File: src/rtl/lsu_pkg.sv
// -----------------------------------------------------------------------------
// lsu_pkg
// Shared definitions for the load/store unit memory master:
//   - RV32I load/store funct3 encodings
//   - FSM state enumeration
//   - size_from_funct3 : access size in bytes (0 marks an unsupported encoding)
//   - lsu_is_illegal   : funct3/direction combinations rejected without traffic
// -----------------------------------------------------------------------------
package lsu_pkg;

  localparam logic [2:0] F3_B  = 3'b000;
  localparam logic [2:0] F3_H  = 3'b001;
  localparam logic [2:0] F3_W  = 3'b010;
  localparam logic [2:0] F3_BU = 3'b100;
  localparam logic [2:0] F3_HU = 3'b101;

  typedef enum logic [2:0] {
    ST_IDLE  = 3'd0,
    ST_REQ0  = 3'd1,
    ST_WAIT0 = 3'd2,
    ST_REQ1  = 3'd3,
    ST_WAIT1 = 3'd4,
    ST_RESP  = 3'd5
  } lsu_state_e;

  // Bytes touched by an access; 0 for encodings that have no size.
  function automatic logic [2:0] size_from_funct3(input logic [2:0] funct3);
    logic [2:0] size;
    case (funct3)
      F3_B, F3_BU: size = 3'd1;
      F3_H, F3_HU: size = 3'd2;
      F3_W:        size = 3'd4;
      default:     size = 3'd0;
    endcase
    return size;
  endfunction

  // 011/110/111 have no size; unsigned variants only exist for loads.
  function automatic logic lsu_is_illegal(input logic we, input logic [2:0] funct3);
    return (size_from_funct3(funct3) == 3'd0) || (we && funct3[2]);
  endfunction

endpackage

File: src/rtl/lsu_lane_align.sv
// -----------------------------------------------------------------------------
// lsu_lane_align
// Purely combinational lane formatting for the LSU.
// Store side:
//   st_off_i   byte offset within the word (addr[1:0])
//   st_size_i  access size in bytes (1, 2 or 4)
//   st_wdata_i right-justified store data
//   be64_o     byte enables across two consecutive words (low nibble = beat 0)
//   wd64_o     write data across two consecutive words (low word = beat 0)
// Load side:
//   ld_off_i    byte offset of the load
//   ld_funct3_i funct3 of the load (size and sign)
//   ld_words_i  {word1, word0} as returned by memory
//   ld_data_o   right-justified, sign/zero-extended load result
// -----------------------------------------------------------------------------
module lsu_lane_align
  import lsu_pkg::*;
(
  input  logic [1:0]  st_off_i,
  input  logic [2:0]  st_size_i,
  input  logic [31:0] st_wdata_i,
  output logic [7:0]  be64_o,
  output logic [63:0] wd64_o,
  input  logic [1:0]  ld_off_i,
  input  logic [2:0]  ld_funct3_i,
  input  logic [63:0] ld_words_i,
  output logic [31:0] ld_data_o
);

  logic [7:0]  be_base;
  logic [31:0] ld_win;

  always_comb begin
    case (st_size_i)
      3'd1:    be_base = 8'h01;
      3'd2:    be_base = 8'h03;
      3'd4:    be_base = 8'h0F;
      default: be_base = 8'h00;
    endcase
    be64_o = be_base << st_off_i;
    wd64_o = {32'h0, st_wdata_i} << {st_off_i, 3'b000};
  end

  // The addressed byte sits at bit 8*off of the two-word window; a 32-bit
  // slice from there covers every legal access, including split ones.
  assign ld_win = ld_words_i[{ld_off_i, 3'b000} +: 32];

  always_comb begin
    case (ld_funct3_i)
      F3_B:    ld_data_o = {{24{ld_win[7]}}, ld_win[7:0]};
      F3_BU:   ld_data_o = {24'h0, ld_win[7:0]};
      F3_H:    ld_data_o = {{16{ld_win[15]}}, ld_win[15:0]};
      F3_HU:   ld_data_o = {16'h0, ld_win[15:0]};
      default: ld_data_o = ld_win;
    endcase
  end

endmodule

File: src/rtl/lsu_mem_master.sv
// -----------------------------------------------------------------------------
// lsu_mem_master
// Load/store initiator between the execute stage and a word-organised memory
// port with a req/gnt/rvalid handshake. Word-crossing accesses are issued as
// two word beats; load data is merged and extended before a one-cycle
// response pulse.
// Core side:
//   req_valid/req_ready  access handshake (ready only while idle)
//   req_we, req_funct3   direction and RV32I size/sign encoding
//   req_addr, req_wdata  byte address and right-justified store data
//   resp_valid           one-cycle completion pulse
//   resp_rdata           extended load data (0 for stores and errors)
//   resp_err             illegal funct3, qualified by resp_valid
// Memory side:
//   mem_req/mem_gnt      request held with stable fields until granted
//   mem_we, mem_addr     write strobe and word-aligned address
//   mem_be, mem_wdata    byte enables and lane-aligned write data
//   mem_rvalid/mem_rdata one read beat per granted load request
// -----------------------------------------------------------------------------
module lsu_mem_master
  import lsu_pkg::*;
#(
  parameter int DATA_WIDTH = 32,
  parameter int ADDR_WIDTH = 32
) (
  input  logic                  clk,
  input  logic                  rst_n,
  input  logic                  req_valid,
  output logic                  req_ready,
  input  logic                  req_we,
  input  logic [2:0]            req_funct3,
  input  logic [ADDR_WIDTH-1:0] req_addr,
  input  logic [DATA_WIDTH-1:0] req_wdata,
  output logic                  resp_valid,
  output logic [DATA_WIDTH-1:0] resp_rdata,
  output logic                  resp_err,
  output logic                  mem_req,
  output logic                  mem_we,
  output logic [ADDR_WIDTH-1:0] mem_addr,
  output logic [3:0]            mem_be,
  output logic [DATA_WIDTH-1:0] mem_wdata,
  input  logic                  mem_gnt,
  input  logic                  mem_rvalid,
  input  logic [DATA_WIDTH-1:0] mem_rdata
);

  lsu_state_e state_q;

  // Latched access
  logic                  we_q;
  logic [2:0]            funct3_q;
  logic [1:0]            off_q;
  logic                  split_q;
  logic [ADDR_WIDTH-1:2] addr1_q;
  logic [3:0]            be1_q;
  logic [DATA_WIDTH-1:0] wd1_q;
  logic [DATA_WIDTH-1:0] word0_q;

  // Registered outputs
  logic                  req_ready_q;
  logic                  resp_valid_q;
  logic [DATA_WIDTH-1:0] resp_rdata_q;
  logic                  resp_err_q;
  logic                  mem_req_q;
  logic                  mem_we_q;
  logic [ADDR_WIDTH-1:0] mem_addr_q;
  logic [3:0]            mem_be_q;
  logic [DATA_WIDTH-1:0] mem_wdata_q;

  // Accept-time decode, taken straight from the request inputs so that beat 0
  // can be registered onto the memory port at the accept edge.
  logic [2:0]            acc_size;
  logic                  acc_split;
  logic                  acc_illegal;
  logic [ADDR_WIDTH-1:0] acc_addr0;
  logic [7:0]            be64;
  logic [63:0]           wd64;
  logic [63:0]           ld_words;
  logic [31:0]           ld_data;

  assign acc_size    = size_from_funct3(req_funct3);
  assign acc_split   = ({1'b0, req_addr[1:0]} + acc_size) > 3'd4;
  assign acc_illegal = lsu_is_illegal(req_we, req_funct3);
  assign acc_addr0   = {req_addr[ADDR_WIDTH-1:2], 2'b00};

  // The final beat is merged straight from the bus so the response can be
  // registered in the same edge that captures it.
  assign ld_words = (state_q == ST_WAIT1) ? {mem_rdata, word0_q} : {32'h0, mem_rdata};

  lsu_lane_align u_lane_align (
    .st_off_i    (req_addr[1:0]),
    .st_size_i   (acc_size),
    .st_wdata_i  (req_wdata),
    .be64_o      (be64),
    .wd64_o      (wd64),
    .ld_off_i    (off_q),
    .ld_funct3_i (funct3_q),
    .ld_words_i  (ld_words),
    .ld_data_o   (ld_data)
  );

  always_ff @(posedge clk or negedge rst_n) begin
    if (!rst_n) begin
      state_q      <= ST_IDLE;
      we_q         <= 1'b0;
      funct3_q     <= 3'b000;
      off_q        <= 2'b00;
      split_q      <= 1'b0;
      addr1_q      <= '0;
      be1_q        <= 4'h0;
      wd1_q        <= '0;
      word0_q      <= '0;
      req_ready_q  <= 1'b1;
      resp_valid_q <= 1'b0;
      resp_rdata_q <= '0;
      resp_err_q   <= 1'b0;
      mem_req_q    <= 1'b0;
      mem_we_q     <= 1'b0;
      mem_addr_q   <= '0;
      mem_be_q     <= 4'h0;
      mem_wdata_q  <= '0;
    end else begin
      // Response outputs are a pulse: only the edge entering RESP sets them.
      resp_valid_q <= 1'b0;
      resp_err_q   <= 1'b0;
      resp_rdata_q <= '0;

      case (state_q)
        ST_IDLE: begin
          if (req_valid) begin
            we_q        <= req_we;
            funct3_q    <= req_funct3;
            off_q       <= req_addr[1:0];
            split_q     <= acc_split;
            addr1_q     <= req_addr[ADDR_WIDTH-1:2] + (ADDR_WIDTH-2)'(1);
            be1_q       <= be64[7:4];
            wd1_q       <= wd64[63:32];
            req_ready_q <= 1'b0;
            if (acc_illegal) begin
              state_q      <= ST_RESP;
              resp_valid_q <= 1'b1;
              resp_err_q   <= 1'b1;
            end else begin
              state_q     <= ST_REQ0;
              mem_req_q   <= 1'b1;
              mem_we_q    <= req_we;
              mem_addr_q  <= acc_addr0;
              mem_be_q    <= be64[3:0];
              mem_wdata_q <= wd64[31:0];
            end
          end
        end

        ST_REQ0: begin
          if (mem_gnt) begin
            if (we_q && split_q) begin
              // Store second beat follows directly; no read data to wait for.
              state_q     <= ST_REQ1;
              mem_addr_q  <= {addr1_q, 2'b00};
              mem_be_q    <= be1_q;
              mem_wdata_q <= wd1_q;
            end else begin
              mem_req_q   <= 1'b0;
              mem_we_q    <= 1'b0;
              mem_addr_q  <= '0;
              mem_be_q    <= 4'h0;
              mem_wdata_q <= '0;
              if (we_q) begin
                state_q      <= ST_RESP;
                resp_valid_q <= 1'b1;
              end else begin
                state_q <= ST_WAIT0;
              end
            end
          end
        end

        ST_WAIT0: begin
          if (mem_rvalid) begin
            word0_q <= mem_rdata;
            if (split_q) begin
              state_q     <= ST_REQ1;
              mem_req_q   <= 1'b1;
              mem_we_q    <= 1'b0;
              mem_addr_q  <= {addr1_q, 2'b00};
              mem_be_q    <= be1_q;
              mem_wdata_q <= wd1_q;
            end else begin
              state_q      <= ST_RESP;
              resp_valid_q <= 1'b1;
              resp_rdata_q <= ld_data;
            end
          end
        end

        ST_REQ1: begin
          if (mem_gnt) begin
            mem_req_q   <= 1'b0;
            mem_we_q    <= 1'b0;
            mem_addr_q  <= '0;
            mem_be_q    <= 4'h0;
            mem_wdata_q <= '0;
            if (we_q) begin
              state_q      <= ST_RESP;
              resp_valid_q <= 1'b1;
            end else begin
              state_q <= ST_WAIT1;
            end
          end
        end

        ST_WAIT1: begin
          if (mem_rvalid) begin
            state_q      <= ST_RESP;
            resp_valid_q <= 1'b1;
            resp_rdata_q <= ld_data;
          end
        end

        ST_RESP: begin
          state_q     <= ST_IDLE;
          req_ready_q <= 1'b1;
        end

        default: begin
          state_q     <= ST_IDLE;
          req_ready_q <= 1'b1;
          mem_req_q   <= 1'b0;
          mem_we_q    <= 1'b0;
          mem_addr_q  <= '0;
          mem_be_q    <= 4'h0;
          mem_wdata_q <= '0;
        end
      endcase
    end
  end

  assign req_ready  = req_ready_q;
  assign resp_valid = resp_valid_q;
  assign resp_rdata = resp_rdata_q;
  assign resp_err   = resp_err_q;
  assign mem_req    = mem_req_q;
  assign mem_we     = mem_we_q;
  assign mem_addr   = mem_addr_q;
  assign mem_be     = mem_be_q;
  assign mem_wdata  = mem_wdata_q;

endmodule

File: config.mk
export PLATFORM = sky130hd
export DESIGN_NAME = lsu_mem_master
export DESIGN_NICKNAME = d
export VERILOG_FILES = /design/src/rtl/lsu_pkg.sv /design/src/rtl/lsu_lane_align.sv /design/src/rtl/lsu_mem_master.sv
export SDC_FILE = /design/constraint.sdc
export NUM_CORES = 1
export LEC_CHECK = 0
export BUFFER_PORTS_ARGS = -buffer_cell sky130_fd_sc_hd__clkbuf_2
export CAP_MARGIN = 15
export CORE_ASPECT_RATIO = 0.75
export CORE_UTILIZATION = 60
export DETAILED_ROUTE_END_ITERATION = 12
export PLACE_DENSITY = 0.86
export SYNTH_ARGS = -nofsm -noshare
export SYNTH_HDL_FRONTEND = slang
export SYNTH_SLANG_ARGS = --single-unit
File: constraint.sdc
create_clock -name clk -period 3.53 [get_ports clk]
set_input_delay 0 -clock clk [delete_from_list [all_inputs] [get_ports clk]]
set_output_delay 0 -clock clk [all_outputs]
set_load 0.01 [all_outputs]
==> results.sh, run 1 <==
export IMPL_status="finished, final reports clean"
export IMPL_synth_top_cell_area_share_pct=47.6
export IMPL_crit_arrival_ns=3.30
export IMPL_clk_path_buf_depth=3
export IMPL_first_pass_iters=5
export IMPL_path_clk_slew_ns=0.06
export IMPL_synth_area_leader_cell="dfrtp_1"
export IMPL_post_drt_wl_per_cell_um=20.6
export IMPL_utilization_pct=79.4
export IMPL_numCtsBuffers=21
export IMPL_die_area_sq_mm=0.0182
export IMPL_p_int_mw=6.47
export IMPL_power_total_mw=10.8
export IMPL_rsz0062_at_grt="false"
export IMPL_async_flop_share_pct=100
export IMPL_synth_compound_area_share_pct=15.8
export IMPL_overflow=0
export IMPL_htreeDepth=1
export IMPL_grt_usage_pct=36.3
export IMPL_hold_class="input pin to register"
export IMPL_synthDistinctLibCells=59
export IMPL_fin_ws_ns=0.608
export IMPL_clock_power_share_pct=21.1
export IMPL_drcViolationCount=0
export IMPL_row_count=41
export IMPL_tightest_slew_ns=1.02
export IMPL_synth_edf_count=0
export IMPL_critPathKind="register to register"
export IMPL_synthTopCellsByArea="dfrtp_1, mux2_2, nand2_1, o21ai_0, mux4_2"
export IMPL_antenna_left=0
export IMPL_cts_resized_gates=0
export IMPL_required_ns=3.90
export IMPL_start_util_pct=62.0
export IMPL_pwr_share_comb_pct=41.6
export IMPL_synth_fa_ha_area_share_pct=0.355
export IMPL_ir_worst_vdd_mv=0.526
export IMPL_powerDensity_mw_per_mm2=798
export IMPL_multiInputGateArea_sq_mm=0.00516
export IMPL_first_global_vias=9708
export IMPL_root_buffer="clkbuf_16"
export IMPL_sw_frac_of_total_pct=40.0
export IMPL_clock_skew_final_ns=0.0143
export IMPL_grt_max_degree=111
export IMPL_clk_insertion_delay_late_ns=0.50
export IMPL_dp_hpwl_mm=19.7
export IMPL_place_congestion=0.913
export IMPL_cellLeakagePower_nw=6.23
export IMPL_layout_nets=1434
export IMPL_pre_cts_ws_ns=0.681
export IMPL_max_freq_ghz=0.342
export IMPL_syn_inst=1060
export IMPL_setup_tns_ns=0
export IMPL_hold_viol=0
export IMPL_setup_violations=0
export IMPL_via_per_inst=6.27
export IMPL_yosys_area_share_simple_pct=15.0
export IMPL_worstSetupStartpointType="register"
export IMPL_synthMuxAreaShare_pct=15.1
export IMPL_synth_top_family_by_area="compound AO/OA/AOI/OAI gates"
export IMPL_io_pins=210
export IMPL_die_x_um=155
export IMPL_synth_seq_cells=202
export IMPL_synthesis_area_sq_mm=0.0106
export IMPL_ys_warn_count=0
export IMPL_cts_sinks=202
export IMPL_p_sw_mw=4.31
export IMPL_cap_viol_max_count=0
export IMPL_ys_flop_type="dfrtp_1"
export IMPL_slowest_delay_ns=0.70
export IMPL_power_share_sequential_pct=37.3
export IMPL_cpMaxStageDelayCell="dfrtp_1"
export IMPL_port_buffers=207
export IMPL_antenna_found_initial=0
export IMPL_critPathMaxFanout=17
export IMPL_coreArea_sq_mm=0.0170
export IMPL_final_min_clock_period_ns=2.92
export IMPL_drive_above_1_share_pct=26.5
export IMPL_syn_avg_cell_area_sq_um=9.97
export IMPL_crit_path_end_kind="register"
export IMPL_vias=9897
export IMPL_ff_latch_area_sq_mm=0.00506
export IMPL_cts_tree="done"
export IMPL_slew_headroom_pct=32.2
export IMPL_grt_pass1_wl_mm=51.5
export IMPL_slew_viol_final=0
export IMPL_die_h_um=117
export IMPL_wl_mm=32.6
export IMPL_syn2layout_area_growth_pct=27.9
export IMPL_finalCritPeriodShare_pct=82.8
export IMPL_synth_seq_area_share_pct=47.8
export IMPL_nFillCells=1023
export IMPL_finalNonFillerCells=1579
export IMPL_drtIter0Drc=1039
export IMPL_crit_chain="nor3b_4 > mux4_2 > o21ai_0 > a31oi_4 > a221o_1"
export IMPL_synth_xor_area_share_pct=2.24
export IMPL_dp_cells=1434
==> timing repair <==
item                                   in CTS  in global routing
buffers inserted                            0                  0
endpoints found under the hold margin     252                  0
hold buffers                              105                  0
==> through the flow <==
| stage | hold slack (ns) | cell area [sq um] |
|---|---|---|
| 2_1_floorplan | -0.296 | 10600 |
| 3_3_place_gp | 0.168 | 11800 |
| 3_5_place_dp | 0.170 | 11800 |
| 4_1_cts | 0.00508 | 13500 |
| 5_1_grt | 0.0335 | 13500 |
| 6_report | 0.0159 | 13500 |
==> sequential cells by signal, indices dropped and copies added (netlist names) <==
name,cells
split_q,1
resp_rdata,32
be1_q,3
mem_be,4
mem_wdata,32
funct3_q,3
wd1_q,24
state_q,3
resp_valid,1
req_ready,1
word0_q,32
addr1_q,30
off_q,2
mem_req,1
mem_addr,30
mem_we,1
we_q,1
resp_err,1
==> final timing paths <==
check / startpoint / end / slack (ns) / cells after the start
worst min-delay path: req_wdata[10] / mem_wdata[10] / 0.02 / 4
worst max-delay path: state_q[2] / resp_rdata[20] / 0.61 / 5
max in group asynchronous: rst_n / word0_q[28] / 2.30 / 3
min in group asynchronous: rst_n / resp_rdata[7] / 0.14 / 2
worst max register to register: state_q[2] / resp_rdata[20] / 0.61 / 5
worst min register to register: wd1_q[1] / wd1_q[1] / 0.47 / 2
==> worst max-delay path: cells and delay by family, from the launching register on <==
family	cells	cell delay, ns
flip-flops	1	0.70
multiplexers	1	0.62
AO/OA/AOI/OAI	3	0.83
AND/OR/NAND/NOR	1	0.65
==> area by class of cell <==
cell class | instances | area share, %
Clock buffer | 34 | 4.62
Inverter | 8 | 0.222
Antenna cell | 2 | 0.0370
Tap cell | 236 | 2.18
Timing Repair Buffer | 330 | 16.8
Multi-Input combinational cell | 763 | 38.2
Clock inverter | 4 | 0.546
Sequential cell | 202 | 37.4
==> cells in the final DEF, fill, tap and decap left out, types with 19 or more instances in the layout <==
cell type,netlist,routed
a21oi_1,19,19
a221oi_1,30,30
a22oi_1,27,27
clkbuf_16,0,21
clkbuf_2,0,206
dfrtp_1,201,200
dlygate4sd3_1,0,105
mux2_2,66,66
mux2i_1,42,42
mux4_2,19,19
nand2_1,159,158
nand3_1,25,25
nor2_1,95,95
o21ai_0,101,101
xor2_1,22,22
==> logic make-up (layout without fill, tap and decap cells) <==
family                   count (synthesis)  count (layout)
XOR/XNOR                                27              27
flip-flops                             202             202
multiplexers                           127             127
other                                    1               4
AO/OA/AOI/OAI                          250             250
buffers and inverters                   96             376
AND/OR/NAND/NOR                        354             354
adder cells (fa/ha/maj)                  3               3
==> per-layer routing <==
metal / wire length, um / vias to the layer above / GRT usage, %
met5: 0 / - / 0
li1: - / 4352 / -
met4: 1310 / 0 / 14.6
met2: 14700 / 682 / 55.7
met1: 13200 / 4738 / 50.9
met3: 3440 / 125 / 8.32
==> synthesized netlist by cell type (all sizes together), types with 4 or more instances <==
| cell | count |
|---|---|
| o41ai | 8 |
| nor3b | 6 |
| clkbuf | 64 |
| a221oi | 30 |
| a21oi | 19 |
| mux2i | 42 |
| or3 | 5 |
| o22ai | 4 |
| dfrtp | 201 |
| mux2 | 66 |
| inv | 8 |
| nor2 | 95 |
| a221o | 7 |
| nand4 | 6 |
| a22oi | 27 |
| and3 | 14 |
| xor2 | 22 |
| nand3 | 25 |
| a211oi | 5 |
| o31ai | 10 |
| nor3 | 5 |
| buf | 24 |
| mux4 | 19 |
| a21o | 5 |
| a31oi | 8 |
| xnor2 | 5 |
| and4 | 5 |
| o21ai | 103 |
| nand2 | 159 |
| nor2b | 12 |
| and2 | 12 |
| o211ai | 4 |
==> power by group through the flow <==
stage                     clock network, mW  logic [mW]  registers, mW
final                                  2.28        4.48           4.02
after global routing                   2.39        4.86           4.12
after CTS                              2.28        4.36           3.98
after detailed placement                  0        4.24           4.00
after global placement                    0        4.08           3.96
after floorplan                           0        2.90           3.86
(Power assumes the default switching activity.)
==> run 2, diff against run 1 <==
--- a/config.mk
+++ b/config.mk
@@ -8,9 +8,9 @@
 export BUFFER_PORTS_ARGS = -buffer_cell sky130_fd_sc_hd__clkbuf_2
 export CAP_MARGIN = 15
 export CORE_ASPECT_RATIO = 0.75
-export CORE_UTILIZATION = 60
+export CORE_UTILIZATION = 56
 export DETAILED_ROUTE_END_ITERATION = 12
-export PLACE_DENSITY = 0.86
+export PLACE_DENSITY = 0.81
 export SYNTH_ARGS = -nofsm -noshare
 export SYNTH_HDL_FRONTEND = slang
 export SYNTH_SLANG_ARGS = --single-unit
==> constraint.sdc (replaced) <==
create_clock -name clk -period 3 [get_ports clk]
set_input_delay 0 -clock clk [delete_from_list [all_inputs] [get_ports clk]]
set_output_delay 0 -clock clk [all_outputs]
set_load 0.01 [all_outputs]
==> results.sh, run 2 (same netlist as run 1, synthesis figures left out) <==
export IMPL_row_count=43
export IMPL_overflow=0
export IMPL_status="finished, final reports clean"
export IMPL_slowest_delay_ns=0.58
export IMPL_required_ns=3.37
export IMPL_hold_viol=0
export IMPL_start_util_pct=57.1
export IMPL_critPathMaxFanout=10
export IMPL_layout_commonest_cell="clkbuf_2"
export IMPL_dp_hpwl_mm=20.4
export IMPL_met1_usage_pct=48.4
export IMPL_nFillCells=1285
export IMPL_final_cell_mix="clkbuf_2, dfrtp_1, nand2_1"
export IMPL_slew_headroom_pct=36.2
export IMPL_die_x_um=161
export IMPL_die_h_um=121
export IMPL_p_sw_mw=5.02
export IMPL_p_int_mw=7.47
export IMPL_crit_path_end_kind="register"
export IMPL_vias=9769
export IMPL_ir_worst_vdd_mv=0.622
export IMPL_numCtsBuffers=21
export IMPL_htreeDepth=1
export IMPL_worstHoldStart="req_valid"
export IMPL_power_total_mw=12.5
export IMPL_pre_cts_ws_ns=0.433
export IMPL_drtIter0Drc=1333
export IMPL_clk_path_buf_depth=3
export IMPL_via_per_inst=6.10
export IMPL_pwr_share_comb_pct=43.5
export IMPL_grt_usage_pct=33.1
export IMPL_port_buffers=207
export IMPL_cap_viol_max_count=0
export IMPL_setup_tns_ns=0
export IMPL_cpMaxStageDelayCell="dlygate4sd3_1"
export IMPL_cp_top_family="buffers and inverters"
export IMPL_power_share_sequential_pct=37.2
export IMPL_crit_arrival_ns=3.12
export IMPL_ff_latch_area_sq_mm=0.00506
export IMPL_post_drt_wl_per_cell_um=19.8
export IMPL_antenna_left=0
export IMPL_clock_skew_final_ns=0.0136
export IMPL_critPathLaunch="req_addr[2]"
export IMPL_max_freq_ghz=0.364
export IMPL_crit_chain="dlygate4sd3_1 > clkbuf_2 > ha_1 > and4_1 > and3_1 > nand2_1 > o21ai_0 > dlygate4sd3_1 > a31oi_1 > dlygate4sd3_1"
export IMPL_root_buffer="clkbuf_16"
export IMPL_grt_pass1_wl_mm=50.7
export IMPL_first_global_vias=9367
export IMPL_cts_tree="done"
export IMPL_multiInputGateArea_sq_mm=0.00516
export IMPL_place_congestion=0.899
export IMPL_first_pass_iters=5
export IMPL_antenna_found_initial=0
export IMPL_rsz0062_at_grt="false"
export IMPL_powerDensity_mw_per_mm2=919
export IMPL_clock_power_share_pct=19.3
export IMPL_wl_mm=31.8
export IMPL_drive_above_1_share_pct=27.3
export IMPL_tightest_slew_ns=0.955
export IMPL_worst_path_buf_inv=4
export IMPL_finalCritPeriodShare_pct=91.7
export IMPL_grt_met2_usage_pct=50.0
export IMPL_cts_resized_gates=0
export IMPL_coreArea_sq_mm=0.0185
export IMPL_rr_startpoint="state_q[1]"
export IMPL_diodes=0
export IMPL_cts_sinks=202
export IMPL_layout_nets=1450
export IMPL_hold_class="input pin to register"
export IMPL_critPathKind="input pin to register"
export IMPL_cellLeakagePower_nw=6.29
export IMPL_path_clk_slew_ns=0.06
export IMPL_sw_frac_of_total_pct=40.2
export IMPL_setup_violations=0
export IMPL_drcViolationCount=0
export IMPL_die_area_sq_mm=0.0194
export IMPL_final_min_clock_period_ns=2.75
export IMPL_syn2layout_area_growth_pct=28.6
export IMPL_slew_viol_final=0
export IMPL_worstSetupStartpointType="input pin"
export IMPL_grt_busiest_layer="met2"
export IMPL_io_pins=210
export IMPL_grt_max_degree=98
export IMPL_cpMostUsedCell="dlygate4sd3_1"
export IMPL_clk_insertion_delay_late_ns=0.50
export IMPL_r2r_slack_ns=0.33
export IMPL_fin_ws_ns=0.249
export IMPL_grt_util_met3_pct=6.84
run 2: cell types whose count changed in the layout (fill, tap and decap cells not counted):
| cell | delta |
|---|---|
| buf_12 | +1 |
| diode_2 | -2 |
| bufinv_16 | -2 |
| dlygate4sd3_1 | +3 |
| clkbuf_8 | -2 |
| clkinv_2 | +4 |
| buf_4 | +12 |
| clkinv_4 | +1 |
| clkbuf_1 | -4 |
run 2: what timing repair did:
action / 4_1_cts / 5_1_grt
setup buffers: 0 / 0
hold endpoints to repair: 208 / 0
endpoints found under the setup margin: 0 / 0
hold buffers: 108 / 0
run 2: cell type report:
class                   count  area share (%)
clock buffers              28            4.28
clock inverters             7           0.313
inverters                   8           0.221
multi-input cells         763            38.0
flip-flops and latches    202            37.2
well taps                 247            2.27
repair buffers            346            17.7
run 2: worst min-delay path, delay by kind of cell:
kind,cells,cell delay (ns)
buf+inv,1,0.14
compound gates,2,0.35
run 2: worst paths after layout:
check	endpoint	cells past startpoint
max	addr1_q[30]	10
max reg2reg	addr1_q[31]	6
min in group asynchronous	mem_wdata[3]	2
min reg2reg	mem_be[3]	2
min	req_ready	3
max in group asynchronous	mem_wdata[24]	3
run 2: power groups by stage:
stage / clock network, mW / logic (mW) / registers [mW]
6_report: 2.41 / 5.44 / 4.64
4_1_cts: 2.44 / 5.34 / 4.60
2_1_floorplan: 0 / 3.41 / 4.54
3_3_place_gp: 0 / 5.01 / 4.58
5_1_grt: 2.57 / 5.96 / 4.75
3_5_place_dp: 0 / 5.16 / 4.63
run 2: per-layer routing:
metal  share of wire, %  up-vias  wire length, um
li1                   -     4377                -
met1                 44     4704            13800
met2                 44      585            13900
met3                9.5      103             3000
met4                3.2        0             1000
met5                  0        -                0
run 2: through the flow:
| step | std cells | utilization (%) | instance area [sq um] | hold slack [ns] |
|---|---|---|---|---|
| 2_1_floorplan | 1061 | - | 10600 | -0.296 |
| 3_3_place_gp | 1458 | 64.2 | 11900 | 0.0315 |
| 3_5_place_dp | 1458 | 64.2 | 11900 | 0.0334 |
| 4_1_cts | 1601 | 73.4 | 13600 | 0.0161 |
| 5_1_grt | 1601 | 73.4 | 13600 | 0.0604 |
| 6_report | 1601 | 73.4 | 13600 | 0.0248 |
